$ cat src/rtl/register_scoreboard.sv
// register_scoreboard: per-register pending-write counters driving decode stall; define SCOREBOARD_BYPASS_EN to let same-cycle completions release the stall
module register_scoreboard #(
  parameter int REGISTER_INDEX_WIDTH = 5,
  parameter int NUM_REGS = 2**REGISTER_INDEX_WIDTH,
  parameter int STALL_CNT_WIDTH = 16
)(
  input  logic clk,
  input  logic rst_n,
  input  logic decode_valid,
  input  logic [REGISTER_INDEX_WIDTH-1:0] decode_idx_src_1,
  input  logic [REGISTER_INDEX_WIDTH-1:0] decode_idx_src_2,
  input  logic issue_valid,
  input  logic [REGISTER_INDEX_WIDTH-1:0] issue_idx_dst,
  output logic issue_ready,
  input  logic alu_done_valid,
  input  logic [REGISTER_INDEX_WIDTH-1:0] alu_done_idx,
  input  logic mem_done_valid,
  input  logic [REGISTER_INDEX_WIDTH-1:0] mem_done_idx,
  input  logic flush,
  output logic stall,
  output logic [NUM_REGS-1:0] busy_mask,
  output logic [STALL_CNT_WIDTH-1:0] stall_cycles,
  output logic protocol_error
);
  logic [1:0] pend [NUM_REGS];
  logic [1:0] nxt [NUM_REGS];
  logic [1:0] dec [NUM_REGS];
  logic [NUM_REGS-1:0] busy_eff;
  logic [2:0] up, diff;
  logic accept, alu_err, mem_err;
  assign issue_ready = pend[issue_idx_dst] != 2'd3;
  assign stall = decode_valid && ((decode_idx_src_1 != '0 && busy_eff[decode_idx_src_1]) ||
                                  (decode_idx_src_2 != '0 && busy_eff[decode_idx_src_2]));
  assign accept = issue_valid && issue_ready && !stall;
  assign alu_err = alu_done_valid && alu_done_idx != '0 && pend[alu_done_idx] == 2'd0;
  assign mem_err = mem_done_valid && mem_done_idx != '0 && pend[mem_done_idx] == 2'd0;
  always_comb begin
    up = '0;
    diff = '0;
    for (int i = 0; i < NUM_REGS; i++) begin
      dec[i] = 2'(alu_done_valid && alu_done_idx == REGISTER_INDEX_WIDTH'(i)) +
               2'(mem_done_valid && mem_done_idx == REGISTER_INDEX_WIDTH'(i));
      up = 3'(pend[i]) + 3'(accept && issue_idx_dst == REGISTER_INDEX_WIDTH'(i));
      diff = up - 3'(dec[i]);
      nxt[i] = (i == 0 || up <= 3'(dec[i])) ? 2'd0 : diff > 3'd3 ? 2'd3 : diff[1:0];
      busy_mask[i] = pend[i] != 2'd0;
`ifdef SCOREBOARD_BYPASS_EN
      busy_eff[i] = busy_mask[i] && pend[i] != dec[i];
`else
      busy_eff[i] = busy_mask[i];
`endif
    end
  end
  always_ff @(posedge clk or negedge rst_n)
    if (!rst_n) begin
      for (int i = 0; i < NUM_REGS; i++) pend[i] <= 2'd0;
      stall_cycles <= '0;
      protocol_error <= 1'b0;
    end else begin
      for (int i = 0; i < NUM_REGS; i++) pend[i] <= flush ? 2'd0 : nxt[i];
      if (stall && !(&stall_cycles)) stall_cycles <= stall_cycles + STALL_CNT_WIDTH'(1);
      if (!flush && (alu_err || mem_err)) protocol_error <= 1'b1;
    end
endmodule

$ cat config.mk
export PLATFORM = sky130hd
export DESIGN_NAME = register_scoreboard
export DESIGN_NICKNAME = d
export VERILOG_FILES = /design/src/rtl/register_scoreboard.sv
export SDC_FILE = /design/constraint.sdc
export NUM_CORES = 1
export LEC_CHECK = 0
export BUFFER_PORTS_ARGS = -buffer_cell sky130_fd_sc_hd__buf_2
export CORE_ASPECT_RATIO = 1.1
export CORE_UTILIZATION = 25
export CTS_BUF_LIST = sky130_fd_sc_hd__clkbuf_2
export CTS_CLUSTER_SIZE = 30
export DETAILED_ROUTE_END_ITERATION = 8
export HOLD_SLACK_MARGIN = 0.05
export SLEW_MARGIN = 0
export SYNTH_ARGS = -nofsm -noshare
export SYNTH_HDL_FRONTEND = slang
export SYNTH_SLANG_ARGS = --single-unit
$ cat constraint.sdc
create_clock -name clk -period 9.7 [get_ports clk]
set_input_delay 0 -clock clk [delete_from_list [all_inputs] [get_ports clk]]
set_output_delay 0 -clock clk [all_outputs]
set_load 0.01 [all_outputs]
-- Word level (Yosys, flattened, before mapping)
Cells that the tools add are included.
- register bits after elaboration: 79
- magnitude comparators: 67
- reductions and logical operators: 147
- eq/ne operators: 94
- bitwise gates (word level): 3
- add/sub/neg operators: 94
- muxes and demuxes: 106
- operator list (cell ; number):
    5-bit == test (second input constant) ; 48
    2-bit two-way mux ; 99
    5-bit by 4-bit == test with 1-bit output (second input constant) ; 24
    1-bit logical AND ; 104
    2-bit by 1-bit adder with 3-bit output ; 31
    3-bit by 2-bit greater-than comparator with 1-bit output (second input constant) ; 31
    3-bit by 2-bit <= comparator with 1-bit output ; 31
    3-bit by 2-bit subtractor with 3-bit output ; 31
    1-bit by 1-bit adder with 2-bit output ; 31
    2-bit nonzero test ; 31
    5-bit by 3-bit == test with 1-bit output (second input constant) ; 12
    2-bit binary-select mux with 5-bit select ; 3
    5-bit by 2-bit == test with 1-bit output (second input constant) ; 6
    5-bit nonzero test ; 4
    6-bit greater-or-equal comparator (second input constant) ; 3
    5-bit inverter with 6-bit output ; 3
    16-bit by 1-bit adder with 16-bit output (second input constant) ; 1
    16-bit AND reduction ; 1
    5-bit by 1-bit == test with 1-bit output (second input constant) ; 3
    5-bit by 6-bit less-than comparator with 1-bit output (second input constant) ; 2
    1-bit binary-select mux with 5-bit select ; 2
    2-bit logical NOT ; 2
    1-bit logical NOT ; 3
    1-bit logical OR ; 2
    other kinds (2) ; 3

-- Longest topological paths before layout
Gate-level depths: netlist of run 1.
- depth after elaboration: 15
- gate-level depth with buffers: 17
- depth with buffers taken out: 15

-- Least setup slack after synthesis of run 1
Ideal clock, no wire load.
- path type: register to register
- from: register pend[31] in the netlist's numbering
- to: register pend[12] in the netlist's numbering
- arrival time: 3537 ps
- cell stages (with the launch flop): 16
- setup time: 77 ps
- path slack: 6086 ps
- path through: dfrtp_1 > or2_1 > mux4_2 > o31ai_1 > nor4_1 > o41ai_4 > nand2_2 > buf_2 > nor4_1 > ha_1 > inv_1 > fa_1 > nor2_1 > a21oi_1 > nand2_1 > a21oi_1
- word-level cells in the longest chain between the ends: 15
- elaborated cells on any way between the ends: 24
- those cells by class: 2 x add/sub; 2 x order compare; 1 x eq/ne; 10 x mux; 9 x reduce/logical
- RTL lines (what ; line ; source):
    from (decl) ; 25 ; logic [1:0] pend [NUM_REGS];
    2-bit nonzero test (*) ; 46 ; busy_mask[i] = pend[i] != 2'd0;
    net busy_mask[16] ; 21 ; output logic [NUM_REGS-1:0] busy_mask,
    1-bit binary-select mux with 5-bit select, on equally long branches ; 32, 33 ;
    1-bit two-way mux, on equally long branches ; 32, 33 ;
    1-bit logical AND, on equally long branches ; 32, 33 ;
    1-bit logical OR (*) ; 32 ; assign stall = decode_valid && ((decode_idx_src_1 != '0 && busy_eff[decode_idx_src_1]) ||
    1-bit logical AND (*) ; 32 ;
    1-bit logical NOT (*) ; 34 ; assign accept = issue_valid && issue_ready && !stall;
    1-bit logical AND (*) ; 34 ;
    1-bit logical AND (*) ; 43 ; up = 3'(pend[i]) + 3'(accept && issue_idx_dst == REGISTER_INDEX_WIDTH'(i));
    2-bit by 1-bit adder with 3-bit output (*) ; 43 ;
    3-bit by 2-bit subtractor with 3-bit output ; 44 ; diff = up - 3'(dec[i]);
    3-bit by 2-bit greater-than comparator with 1-bit output ; 45 ; nxt[i] = (i == 0 || up <= 3'(dec[i])) ? 2'd0 : diff > 3'd3 ? 2'd3 : diff[1:0];
    2-bit two-way mux ; 45 ;
    2-bit two-way mux (*) ; 45 ;
    2-bit two-way mux (*) ; 60 ; for (int i = 0; i < NUM_REGS; i++) pend[i] <= flush ? 2'd0 : nxt[i];
Mark *: on every way through the listed nets, which the timed path passes. The rest lies on a longest branch. The select of a mux whose other input is x is not followed.
A chain may end at the register's enable or synchronous reset.

-- Final worst setup path of run 1
- from: register pend[34] in the netlist's numbering
- to: register pend[51] in the netlist's numbering
- word-level cells in the longest chain between the ends: 15
- elaborated cells on any way between the ends: 24
- those cells by class: 2 x add/sub; 2 x order compare; 1 x eq/ne; 10 x mux; 9 x reduce/logical
- RTL lines (what ; line):
    2-bit nonzero test ; 46
    1-bit binary-select mux with 5-bit select, on equally long branches ; 32, 33
    1-bit two-way mux, on equally long branches ; 32, 33
    1-bit logical AND, on equally long branches ; 32, 33
    1-bit logical OR ; 32
    1-bit logical AND ; 32
    1-bit logical NOT ; 34
    1-bit logical AND (*) ; 34
    1-bit logical AND (*) ; 43
    2-bit by 1-bit adder with 3-bit output (*) ; 43
    3-bit by 2-bit subtractor with 3-bit output ; 44
    3-bit by 2-bit greater-than comparator with 1-bit output ; 45
    2-bit two-way mux ; 45
    2-bit two-way mux (*) ; 45
    2-bit two-way mux (*) ; 60
Every way passes the cells marked *; elsewhere a longest branch is shown, timed or not. The select of a mux whose other input is x is not followed.

==> out/results.txt, run 1 <==
In this run the cell area of the synthesized design comes to 9350 um2. Dividing the detail-routed wire length by the instance count gives 17.6 um. Dividing the final minimum period by the clock period gives 42.9%.

The wire length of the first global-routing pass was 45,600 um. The power density relative to cell area works out to 72.3 nW/um2. Count of input and output buffers: 81. By area the synthesized netlist is led by sky130_fd_sc_hd__dfrtp_1 21%, sky130_fd_sc_hd__ha_1 17%, sky130_fd_sc_hd__fa_1 13%. Final net count: 1,351. The dominant cell type by count on the critical path is sky130_fd_sc_hd__a21oi_1. The analysis attributes to cell leakage a power of 4.53 nW. Across the VDD grid, the largest voltage drop is 0.0620 mV.

The logs give 4 for the initial antenna violation count and 83 for the total I/O pin count. The detail route stage leaves a number of antenna-violating nets equal to 0. For the clock latency reported for the late side of the worst-skew pair, the log shows 650 ps.

The number of max-capacitance violations reported came out at 0. Among all flip-flop cells after synthesis, the most frequent one is sky130_fd_sc_hd__dfrtp_1. No sink is reached through more buffers than the 2 on the longest clock path. Cells with a size suffix above 1 make up 12.0% of the layout.

In the final timing run, aggregate negative setup slack is 0 ps. The total number of vias was 8,111; the number of H-tree levels was 3. The vertical die dimension came out at 205 um. The logs give 5650 ps for the setup slack at placement and 15.4% for the all-layer global routing usage. The flow ran to the end, and the final reports show no timing, DRC or antenna violations. Once detailed placement completed, the half-perimeter wirelength came to 22,500 um.

The cell taking the most area after synthesis was sky130_fd_sc_hd__dfrtp_1. Counting instances in the post-synthesis netlist gives the leading cell types as 149 x sky130_fd_sc_hd__inv_1, 140 x sky130_fd_sc_hd__nor2_1, 125 x sky130_fd_sc_hd__ha_1. Counting the buffers created by CTS gives 9. Setup repair after global routing left no endpoint under its margin.

The run gives 0 as the number of slew-limit violations in the final report. Summing all flip-flop and latch instances after layout gives 1980 um2. In this run the biggest area consumer among cell types represents 21.1% of the synthesized area. The number of remaining DRC errors came out at 0.

The layout overhead on the synthesized area came out at 11.5%. The worst-path cell with the longest stage delay was sky130_fd_sc_hd__fa_1. The number of detailed-routing iterations run before antenna repair is 5.

Sequential cells were found to cover 21.1% of the synthesized design area. The met3 routing resource usage after global routing was 3.22%. Broken down by cell family, the worst path's largest delay share belongs to compound AO/OA/AOI/OAI gates. After detailed routing, the total wire length is 28,600 um. Counting I/O delays and the setup requirement, the final critical path takes 4160 ps. Clock tree synthesis selected as its root buffer the cell sky130_fd_sc_hd__clkbuf_2.

The synthesized design contains 79 register bits. For this design, the sink count on the clock tree is 79. The logs give 0 for the final hold violation count and 47 for the largest net degree at the start of global routing. The logs give 0 for the count of warnings emitted by yosys and 36,500 um2 for the area inside the core boundary. The post-synthesis area per instance is 8.73 um2. Type of destination of the critical path: a register. The arrival time at the worst endpoint was 4720 ps.

Type of the setup path with the least slack: reg2reg. The maximum single-stage delay on the critical path works out to 490 ps. Clock-pin slew was measured on the worst setup and hold paths at 260 ps. After global routing the overflow that remains totals 0. The most used routing layer in global routing is met2. The worst pin sits at a relative slew slack of 36.2%. Yosys instantiated no cell more often than sky130_fd_sc_hd__inv_1. The number of buffers and inverters on the critical path is 3.

The die covers 38,200 um2. For the pin with the worst max-slew slack, the measured transition is 956 ps. STA classifies the critical path startpoint as a register. The number of nets handed over by synthesis was 1,290. The final setup slack of the worst path was 5540 ps. The first routing iteration left 518 violations.

The clock tree skew after final layout was 41.9 ps. In this run the worst path has a maximum fanout of 20. In the final layout, the multi-input gates occupy 6640 um2. The logs give 3,873 for the number of fill cells and 73 for the number of standard-cell rows in the floorplan.

The cell count after synthesis came out at 1,071. The tightest min-delay check is of the in2reg type. The total setup violations reported at the end of the flow came out at 0. The fmax is 0.240 GHz, and the met1 track demand over resource is 18.8%. The required arrival time at the worst endpoint was 10,260 ps. At the end of routability-driven placement, the weighted congestion stood at 0.905. Traced cell by cell, the critical path runs through nor2_1 -> inv_1 -> mux4_2 -> a21oi_1 -> a21oi_1 -> o41ai_4 -> buf_4 -> nand3b_1 -> nor2_1 -> ha_1 -> inv_1 -> fa_1 -> o31ai_1 -> nand2_1 -> a21oi_1.

After synthesis, the netlist uses 63 different library cells. The number of global-route vias before repair is 8,287, and the per-cell via count in the routed design is 4.99. The initial core utilization is 25.6%, and the die extent in x is 186 um. The number of synthesized flops with an enable pin was 0; the share of synthesized registers carrying an async set or reset was 100%. TritonCTS built the clock tree.

For the met2 capacity usage during global routing, the log shows 26.1%.
## stage by stage
| step | util, % | cell area (um2) | hold slack [ps] | power [mW] | std cells |
|---|---|---|---|---|---|
| floorplan | - | 9350 | -296 | 0.472 | 1071 |
| global placement | 28.0 | 10200 | 3.80 | 0.537 | 1602 |
| detailed placement | 28.0 | 10200 | -0.753 | 0.541 | 1602 |
| CTS | 28.5 | 10400 | 74.5 | 0.760 | 1623 |
| global route | 28.5 | 10400 | 111 | 0.789 | 1625 |
| finish | 28.5 | 10400 | 136 | 0.754 | 1626 |
## flip-flops by register name, indices dropped and copies added (netlist names)
name            flops
stall_cycles       16
protocol_error      1
pend               62
## final timing paths
kind | from | to | slack [ps] | cells after the start
min | mem_done_idx[0] | pend[54]$_DFF_PN0_ | 140 | 5
min in group asynchronous | rst_n | stall_cycles[1]$_DFFE_PN0P_ | 370 | 4
max reg2reg | pend[34]$_DFF_PN0_ | pend[51]$_DFF_PN0_ | 5540 | 15
max | pend[34]$_DFF_PN0_ | pend[51]$_DFF_PN0_ | 5540 | 15
min reg2reg | stall_cycles[10]$_DFFE_PN0P_ | stall_cycles[10]$_DFFE_PN0P_ | 500 | 1
max in group asynchronous | rst_n | pend[42]$_DFF_PN0_ | 8640 | 4
## what timing repair did
item / CTS / global route
hold buffers: 6 / 0
resized for setup: 0 / 0
endpoints found under the hold margin: 90 / 0
setup buffers: 0 / 0
## where the power goes
group	internal, mW	switching [mW]	total (mW)
combinational	0.0604	0.112	0.172
clock	0.0810	0.134	0.215
sequential	0.346	0.0213	0.367
total	0.487	0.267	0.754
## metal layers
layer / wire length (um) / vias to the layer above
li1: - / 3796
met1: 12000 / 3929
met2: 13500 / 330
met3: 2190 / 52
met4: 896 / 4
met5: 22 / -
## worst reg2reg max path, delay by kind of cell, from the launching register on
kind                     cells  cell delay (ps)
AO/OA/AOI/OAI                5             1130
adder cells (fa/ha/maj)      2              710
multiplexers                 1              480
flip-flops                   1              480
AND/OR/NAND/NOR              4              750
buffers and inverters        3              540
## cells by family (layout without fill, tap and decap cells)
family	count (synthesis)	count (layout)	synth area share, %
xor gates and xnor gates	44	44	4.12
buffers and inverters	192	257	7.87
AOI/OAI and AO/OA	189	189	12.4
muxes	30	30	6.68
other	1	4	0.0401
and+or+nand+nor	349	349	17.7
DFF	79	79	21.1
adders and majority gates	187	187	30.0
## cells in the final DEF, fill, tap and decap left out, drive strengths merged, types with 12 or more instances in the layout
master | synthesis | layout
inv | 152 | 152
o31ai | 32 | 32
nor3 | 28 | 28
a31oi | 12 | 12
or2 | 14 | 14
nor2 | 140 | 140
mux4 | 25 | 25
xnor2 | 34 | 34
dfrtp | 79 | 79
nand2b | 18 | 18
a21oi | 105 | 105
nand3 | 13 | 13
fa | 62 | 62
buf | 8 | 85
nand2 | 76 | 76
nor4 | 21 | 21
ha | 125 | 125
## final cells by class
cell class	instances	share of cell area, %
tap	487	5.84
antenna	3	0.0720
sequential	79	19.0
clock inverter	6	0.732
inverter	152	5.47
clock buffer	9	0.432
timing repair buffer	90	4.80
multi-input combinational	800	63.7
No activity file was read; power rests on OpenSTA's default activity.
==> run 2: changes to the inputs <==
- clock period: 9.7 -> 3.89 ns (I/O delays scaled with it)
==> out/results.txt, run 2 (same netlist as run 1, synthesis figures left out) <==
The flow ran to the end, and the final reports show no timing, DRC or antenna violations. For the footprint of the multi-input gates, the log shows 6990 um2 (was 6640 um2). The number of global-route vias before repair is 8,630 (was 8,287). Final critical delay including setup and external delays: 3880 ps (was 4160 ps).

Largest fanout on the critical path: 7 (was 20). The maximum single-stage delay on the critical path was 530 ps (was 490 ps). The most used routing layer in global routing was met2 (unchanged). The type of destination of the critical path was a register (unchanged). The total number of vias came out at 8,685 (was 8,111).

The tools report the HPWL after detailed placement as 23,900 um (was 22,500 um). The final hold violation count was 0 (unchanged). For the number of standard-cell rows in the floorplan, the log shows 73 (unchanged).

The tools report the met1 track demand over resource as 19.3% (was 18.8%). The per-cell via count in the routed design is 5.01 (was 4.99). The run gives 0.178 mV (was 0.0620 mV) as the peak supply drop.

The dominant cell type by count on the critical path was sky130_fd_sc_hd__nor2_1 (was sky130_fd_sc_hd__a21oi_1). Setup repair after global routing could not meet its margin everywhere. The initial core utilization came out at 25.6% (unchanged). The area inside the core boundary was 36,500 um2 (unchanged). The run gives 0 (unchanged) as the number of slew-limit violations in the final report. The arrival time at the worst endpoint came out at 4440 ps (was 4720 ps).

The number of flip-flops under the largest register name is 62 (unchanged). The tools report the critical path capture point as pend[15]$_DFF_PN0_ (was pend[51]$_DFF_PN0_). The total placed instance area is 11,000 um2 (was 10,200 um2), and the total I/O pin count is 83 (unchanged). The share of the clock period used by the worst path is 99.9% (was 42.9%). Type of the setup path with the least slack: reg2reg (unchanged). The tools report the remaining antenna violation count as 0 (unchanged). Met3 routing resource usage after global routing: 2.96% (was 3.22%). The die footprint is 38,200 um2 (unchanged), and the average wire length per cell after detail routing is 17.3 um (was 17.6 um). The number of fill cells was 3,822 (was 3,873). The required arrival time at the worst endpoint is 4450 ps (was 10,260 ps). The total routed wirelength was 30,100 um (was 28,600 um); the clock latency reported for the late side of the worst-skew pair was 640 ps (was 650 ps). The top register by number of flip-flops is pend (unchanged).

Cells traversed along the worst timing path: nor2_1 -> inv_1 -> mux4_2 -> nor2_1 -> nor4_2 -> o41ai_4 -> buf_6 -> nand2_8 -> buf_4 -> nor4_1 -> ha_1 -> inv_1 -> fa_1 -> nor2_1 -> a21oi_1 -> nand2_1 -> a21oi_1 (was nor2_1 -> inv_1 -> mux4_2 -> a21oi_1 -> a21oi_1 -> o41ai_4 -> buf_4 -> nand3b_1 -> nor2_1 -> ha_1 -> inv_1 -> fa_1 -> o31ai_1 -> nand2_1 -> a21oi_1). The run gives 46,900 um (was 45,600 um) as the wire length of the first global-routing pass. The logs give 1,460 (was 1,351) for the final net count and 0 (unchanged) for the number of max-capacitance violations reported. The fraction of final layout cells with drive strength greater than 1 works out to 24.4% (was 12.0%). The die extent in x is 186 um (unchanged).

Commonest cells after routing, fill and taps aside: 149 x sky130_fd_sc_hd__inv_1, 131 x sky130_fd_sc_hd__nor2_1, 115 x sky130_fd_sc_hd__ha_1 (was 149 x sky130_fd_sc_hd__inv_1, 140 x sky130_fd_sc_hd__nor2_1, 125 x sky130_fd_sc_hd__ha_1). The run gives 0.257 GHz (was 0.240 GHz) as the fmax. The CTS root buffer is sky130_fd_sc_hd__clkbuf_2 (unchanged). TritonCTS built the clock tree. The number of cells on the worst reg-to-reg path came out at 17 (was 15). Largest registers in the final layout: pend: 62 flops, stall_cycles: 16 flops, protocol_error: 1 flops (unchanged).

The run gives 684 uW (was 267 uW) as the power spent charging and discharging nets. The final design instance area without fill is 11,600 um2 (was 10,400 um2). The tools report the final instance count without filler cells as 1,735 (was 1,626).

The run gives 2 (unchanged) as the maximum root-to-sink buffer count. The run gives 0.958 (was 0.905) as the final weighted congestion in routability-driven placement. For the met2 capacity usage during global routing, the log shows 27.0% (was 26.1%). The startpoint of the worst-slack reg-to-reg timing path was pend[24]$_DFF_PN0_ (was pend[34]$_DFF_PN0_). The destination of the worst register-to-register timing path was pend[15]$_DFF_PN0_ (was pend[51]$_DFF_PN0_). The power density relative to cell area is 166 nW/um2 (was 72.3 nW/um2), and the initial detailed-routing violation count is 500 (was 518). Most frequent standard cell in the layout excluding fill and tap cells: sky130_fd_sc_hd__inv_1 (unchanged).

Combinational share of power: 25.2% (was 22.8%). The count of input and output buffers is 81 (unchanged). The vertical die dimension was 205 um (unchanged). The number of detailed-routing iterations run before antenna repair is 5 (unchanged), and the number of buffers added by the clock tree synthesis step is 9 (unchanged).

The instance count after placement with tap cells included is 1,700 (was 1,602), and the total setup violations reported at the end of the flow is 0 (unchanged). The net switching fraction of the power was 35.3% (about the same); the layout overhead on the synthesized area was 24.5% (was 11.5%). Worst-path cell with the longest stage delay: sky130_fd_sc_hd__fa_1 (unchanged).

The logs give 5.14 nW (was 4.53 nW) for the leakage power figure and -173 ps (was 5650 ps) for the setup slack at placement. Class of the tightest hold or removal check: in2reg (unchanged). The remaining global-route overflow was 0 (unchanged). The internal portion of total power was 1.25 mW (was 487 uW); the worst relative slew slack was 39.6% (was 36.2%). The run gives 0 ps (unchanged) as the setup TNS. The number of H-tree levels was 3 (unchanged). The initial antenna violation count was 5 (was 4).

For the share of the core filled with cells, the log shows 31.9% (was 28.5%). The share of power burned in registers came out at 47.1% (was 48.7%). The startpoint type of the worst setup path is a register (unchanged). The slack of the worst reg-to-reg path is 5 ps (was 5540 ps).

The clock sink count is 79 (unchanged), and the all-layer global routing usage is 15.8% (was 15.4%). The tools report the number of remaining DRC errors as 0 (unchanged). The combined flip-flop and latch cell area came out at 1980 um2 (unchanged). Clock transition at the register clock pins on the worst setup and hold paths after CTS: 260 ps (about the same). The critical path startpoint was pend[24]$_DFF_PN0_ (was pend[34]$_DFF_PN0_).

The actual transition at the worst max-transition pin was 906 ps (was 956 ps). The run gives 5.10 ps (was 5540 ps) as the final setup slack of the worst path. For the largest net degree at the start of global routing, the log shows 50 (was 47).

The logs give 43.9 ps (was 41.9 ps) for the clock tree skew after final layout and 27.7% (was 28.5%) for the share of power burned in the clock network.
==> run 2: cell count changes in the layout (fill, tap and decap cells not counted), moves of 9 or more <==
cell                      before  now
sky130_fd_sc_hd__buf_4         4  107
sky130_fd_sc_hd__a21oi_2       0   12
sky130_fd_sc_hd__nor2_1      140  131
sky130_fd_sc_hd__ha_2          0   10
sky130_fd_sc_hd__a21oi_1     105   93
sky130_fd_sc_hd__ha_1        125  115
sky130_fd_sc_hd__nor4_1       19   10
==> run 2: final cells by class <==
class / instances / area share [%]
Clock inverter: 6 / 0.645
Multi-Input combinational cell: 801 / 60.0
Inverter: 152 / 4.90
Timing Repair Buffer: 198 / 11.8
Tap cell: 487 / 5.23
Clock buffer: 10 / 0.430
Sequential cell: 79 / 17.0
Antenna cell: 2 / 0.0430
==> run 2: worst min-delay path by stage <==
| stage | endpoint | cells past startpoint | slack [ps] | start |
|---|---|---|---|---|
| 2_1_floorplan | pend[0]$_DFF_PN0_ | 0 | -300 | rst_n |
| 3_3_place_gp | pend[7]$_DFF_PN0_ | 1 | 90 | rst_n |
| 3_5_place_dp | pend[4]$_DFF_PN0_ | 1 | 90 | rst_n |
| 4_1_cts | pend[34]$_DFF_PN0_ | 5 | 190 | alu_done_idx[4] |
| 5_1_grt | pend[54]$_DFF_PN0_ | 5 | 220 | mem_done_idx[0] |
| 6_report | pend[38]$_DFF_PN0_ | 5 | 200 | alu_done_idx[4] |
==> run 2: power by group through the flow <==
stage / combinational, mW / sequential (mW) / clock, mW
after CTS: 0.452 / 0.911 / 0.542
after detailed placement: 0.432 / 0.926 / 0
after global routing: 0.530 / 0.921 / 0.571
final: 0.488 / 0.914 / 0.536
after floorplan: 0.236 / 0.940 / 0
after global placement: 0.429 / 0.926 / 0
==> run 2: what timing repair did <==
action,in CTS,in global routing
hold endpoints to repair,67,0
pin swaps,5,21
gates resized for setup,14,66
setup endpoints to repair,54,62
cloned,0,2
hold buffers,6,0
setup buffers,2,7
==> run 2: critical path, delay by kind of cell, from the launching register on <==
family | cells | cell delay [ps]
adder cells (fa/ha/maj) | 2 | 770
AO/OA/AOI/OAI | 3 | 590
flip-flops | 1 | 420
AND/OR/NAND/NOR | 7 | 1030
multiplexers | 1 | 460
buffers and inverters | 4 | 570
==> run 2: metrics by stage <==
stage,hold slack [ps],power (mW)
5_1_grt,215,2.02
2_1_floorplan,-296,1.18
3_3_place_gp,90.7,1.35
6_report,198,1.94
3_5_place_dp,93.3,1.36
4_1_cts,187,1.90
==> run 2: routing by layer <==
layer	share of wire (%)	wire length (um)
met1	41	12300
met2	48	14400
met3	7.5	2270
met4	3.7	1120
met5	0.17	50
==> run 3: changes to the inputs <==
- REMOVE_ABC_BUFFERS: default -> 1
==> out/results.txt, run 3 (same netlist as run 1, synthesis figures left out) <==
The run finished with clean final reports. The share of the core filled with cells is 32.4% (was 31.9%), and the peak supply drop is 0.160 mV (was 0.178 mV). The type of the setup path with the least slack is reg2reg (unchanged). The net switching fraction of the power came out at 39.9% (was 35.3%). The run gives 0 (unchanged) as the number of slew-limit violations in the final report. The startpoint type of the worst setup path is a register (unchanged). The logs give 27.4% (was 27.0%) for the met2 capacity usage during global routing and 79 (unchanged) for the clock sink count.

The initial core utilization is 25.6% (unchanged), and the maximum root-to-sink buffer count is 2 (unchanged). The all-layer global routing usage is 16.3% (was 15.8%), and the count of input and output buffers is 81 (unchanged). For the total routed wirelength, the log shows 31,400 um (was 30,100 um).

The share of power burned in the clock network was 25.3% (was 27.7%); the actual transition at the worst max-transition pin was 1100 ps (was 906 ps). The internal portion of total power is 1.15 mW (was 1.25 mW). The die footprint came out at 38,200 um2 (unchanged).

Class of the tightest hold or removal check: in2reg (unchanged). The largest net degree at the start of global routing came out at 54 (was 50). The top register by number of flip-flops was pend (unchanged).

The remaining antenna violation count came out at 0 (unchanged). The fraction of final layout cells with drive strength greater than 1 is 28.9% (was 24.4%). For the HPWL after detailed placement, the log shows 24,000 um (was 23,900 um). The final instance count without filler cells came out at 1,719 (was 1,735).

The instance count after placement with tap cells included is 1,667 (was 1,700). The die extent in x is 186 um (unchanged). The wire length of the first global-routing pass was 48,000 um (was 46,900 um). The number of remaining DRC errors was 0 (unchanged); the final hold violation count was 0 (unchanged). The type of destination of the critical path was a register (unchanged). The power spent charging and discharging nets was 766 uW (was 684 uW); the final design instance area without fill was 11,800 um2 (was 11,600 um2). Most frequent standard cell in the layout excluding fill and tap cells: sky130_fd_sc_hd__inv_1 (unchanged). The number of flip-flops under the largest register name was 62 (unchanged). The power density relative to cell area is 162 nW/um2 (was 166 nW/um2), and the total power draw is 1.92 mW (was 1.94 mW).

For the area inside the core boundary, the log shows 36,500 um2 (unchanged). The total I/O pin count is 83 (unchanged). The layout overhead on the synthesized area is 26.4% (was 24.5%). TritonCTS built the clock tree. Setup repair after global routing could not meet its margin everywhere. The tools report the CTS root buffer as sky130_fd_sc_hd__clkbuf_2 (unchanged). The vertical die dimension is 205 um (unchanged), and the number of max-capacitance violations reported is 0 (unchanged). The number of detailed-routing iterations run before antenna repair was 6 (was 5); the leakage power figure was 5.03 nW (was 5.14 nW). Average wire length per cell after detail routing: 18.3 um (was 17.3 um). The total setup violations reported at the end of the flow was 0 (unchanged); the remaining global-route overflow was 0 (unchanged). For the clock tree skew after final layout, the log shows 48.5 ps (was 43.9 ps). The clock transition at the register clock pins on the worst setup and hold paths after CTS is 300 ps (was 260 ps). The total number of vias was 8,685 (unchanged); the number of fill cells was 3,829 (was 3,822). For the combinational share of power, the log shows 27.1% (was 25.2%).

The most used routing layer in global routing is met2 (unchanged). The number of buffers added by the clock tree synthesis step was 9 (unchanged); the largest fanout on the critical path was 5 (was 7). The worst relative slew slack was 26.3% (was 39.6%); the number of standard-cell rows in the floorplan was 73 (unchanged). Commonest cells after routing, fill and taps aside: 134 x sky130_fd_sc_hd__inv_1, 128 x sky130_fd_sc_hd__nor2_1, 105 x sky130_fd_sc_hd__ha_1 (was 149 x sky130_fd_sc_hd__inv_1, 131 x sky130_fd_sc_hd__nor2_1, 115 x sky130_fd_sc_hd__ha_1).

For the fmax, the log shows 0.258 GHz (was 0.257 GHz). Largest registers in the final layout: pend: 62 flops, stall_cycles: 16 flops, protocol_error: 1 flops (unchanged). The tools report the setup TNS as 0 ps (unchanged). The share of power burned in registers was 47.6% (was 47.1%); the final critical delay including setup and external delays was 3880 ps (about the same).

The run gives 4470 ps (was 4440 ps) as the arrival time at the worst endpoint. The final net count is 1,441 (was 1,460). The initial detailed-routing violation count was 676 (was 500).

Met1 track demand over resource: 20.4% (was 19.3%). The clock latency reported for the late side of the worst-skew pair was 680 ps (was 640 ps). The share of the clock period used by the worst path works out to 99.6% (was 99.9%).

Number of global-route vias before repair: 8,801 (was 8,630). The final weighted congestion in routability-driven placement was 0.934 (was 0.958); the per-cell via count in the routed design was 5.05 (was 5.01). For the number of H-tree levels, the log shows 3 (unchanged). The run gives 4490 ps (was 4450 ps) as the required arrival time at the worst endpoint. The run gives 5 (unchanged) as the initial antenna violation count.

The logs give 3.02% (was 2.96%) for the met3 routing resource usage after global routing and 10,700 um2 (was 11,000 um2) for the total placed instance area.
-- run 3: cell count changes in the layout (fill, tap and decap cells not counted), moves of 15 or more --
cell | before | now
sky130_fd_sc_hd__a21oi_2 | 12 | 29
sky130_fd_sc_hd__inv_1 | 149 | 134
sky130_fd_sc_hd__a21oi_1 | 93 | 76
sky130_fd_sc_hd__inv_2 | 3 | 18
sky130_fd_sc_hd__buf_4 | 107 | 83
-- run 3: critical path: stages (launching register included) --
cell and delay [ps]:
sky130_fd_sc_hd__dfrtp_1 440, sky130_fd_sc_hd__or2_4 260, sky130_fd_sc_hd__buf_4 140, sky130_fd_sc_hd__buf_4 130, sky130_fd_sc_hd__mux4_2 480, sky130_fd_sc_hd__o22ai_4 130
sky130_fd_sc_hd__a2111oi_4 100, sky130_fd_sc_hd__o41ai_4 230, sky130_fd_sc_hd__buf_6 200, sky130_fd_sc_hd__buf_12 130, sky130_fd_sc_hd__nand3b_1 180, sky130_fd_sc_hd__nor2_2 180
sky130_fd_sc_hd__ha_2 210, sky130_fd_sc_hd__inv_2 40, sky130_fd_sc_hd__fa_1 510, sky130_fd_sc_hd__o31ai_2 260, sky130_fd_sc_hd__nand2_1 110, sky130_fd_sc_hd__a21oi_1 120
-- run 3: metrics by stage --
step / hold WS, ps / setup WS, ps
6_report: 136 / 13.8
3_3_place_gp: 127 / -162
2_1_floorplan: -296 / -279
4_1_cts: 83.4 / -44.7
3_5_place_dp: 145 / -293
5_1_grt: 139 / -173
-- run 3: power groups by stage --
stage               logic [mW]  clock network (mW)  registers (mW)
floorplan                0.198                   0           0.940
global route             0.558               0.534           0.924
CTS                      0.466               0.500           0.916
global placement         0.427                   0           0.927
detailed placement       0.434                   0           0.930
finish                   0.520               0.486           0.914
-- run 3: worst paths after layout --
| path | startpoint | endpoint | slack (ps) | cells after the start |
|---|---|---|---|---|
| worst max-delay path | pend[55]$_DFF_PN0_ | pend[51]$_DFF_PN0_ | 10 | 17 |
| worst min-delay path | alu_done_idx[4] | pend[38]$_DFF_PN0_ | 140 | 5 |
| worst max register to register | pend[55]$_DFF_PN0_ | pend[51]$_DFF_PN0_ | 10 | 17 |
| worst min register to register | stall_cycles[10]$_DFFE_PN0P_ | stall_cycles[10]$_DFFE_PN0P_ | 510 | 1 |
| max in group asynchronous | rst_n | pend[54]$_DFF_PN0_ | 3210 | 4 |
| min in group asynchronous | rst_n | pend[58]$_DFF_PN0_ | 360 | 4 |
-- run 3: layout make-up --
class	instances	area (um2)	area share (%)
diodes	5	12.5	0.106
clock buffers	9	45.0	0.381
clock inverters	7	61.3	0.519
inverters	152	571	4.83
multi-input cells	801	7300	61.8
flip-flops and latches	79	1980	16.7
well taps	487	609	5.15
repair buffers	179	1240	10.5
-- run 3: per-layer routing --
| metal | up-vias | part of all wire, % |
|---|---|---|
| met2 | 355 | 48 |
| met4 | 2 | 4.2 |
| met3 | 96 | 6.9 |
| met1 | 4250 | 41 |
| met5 | - | 0.035 |
| li1 | 3982 | - |
-- run 3: timing repair --
item,CTS,global route
setup endpoints to repair,58,60
hold endpoints to repair,85,0
buffers inserted,9,14
cloned,1,1
pin swaps,17,78
gates resized for setup,38,124
hold buffers,6,0
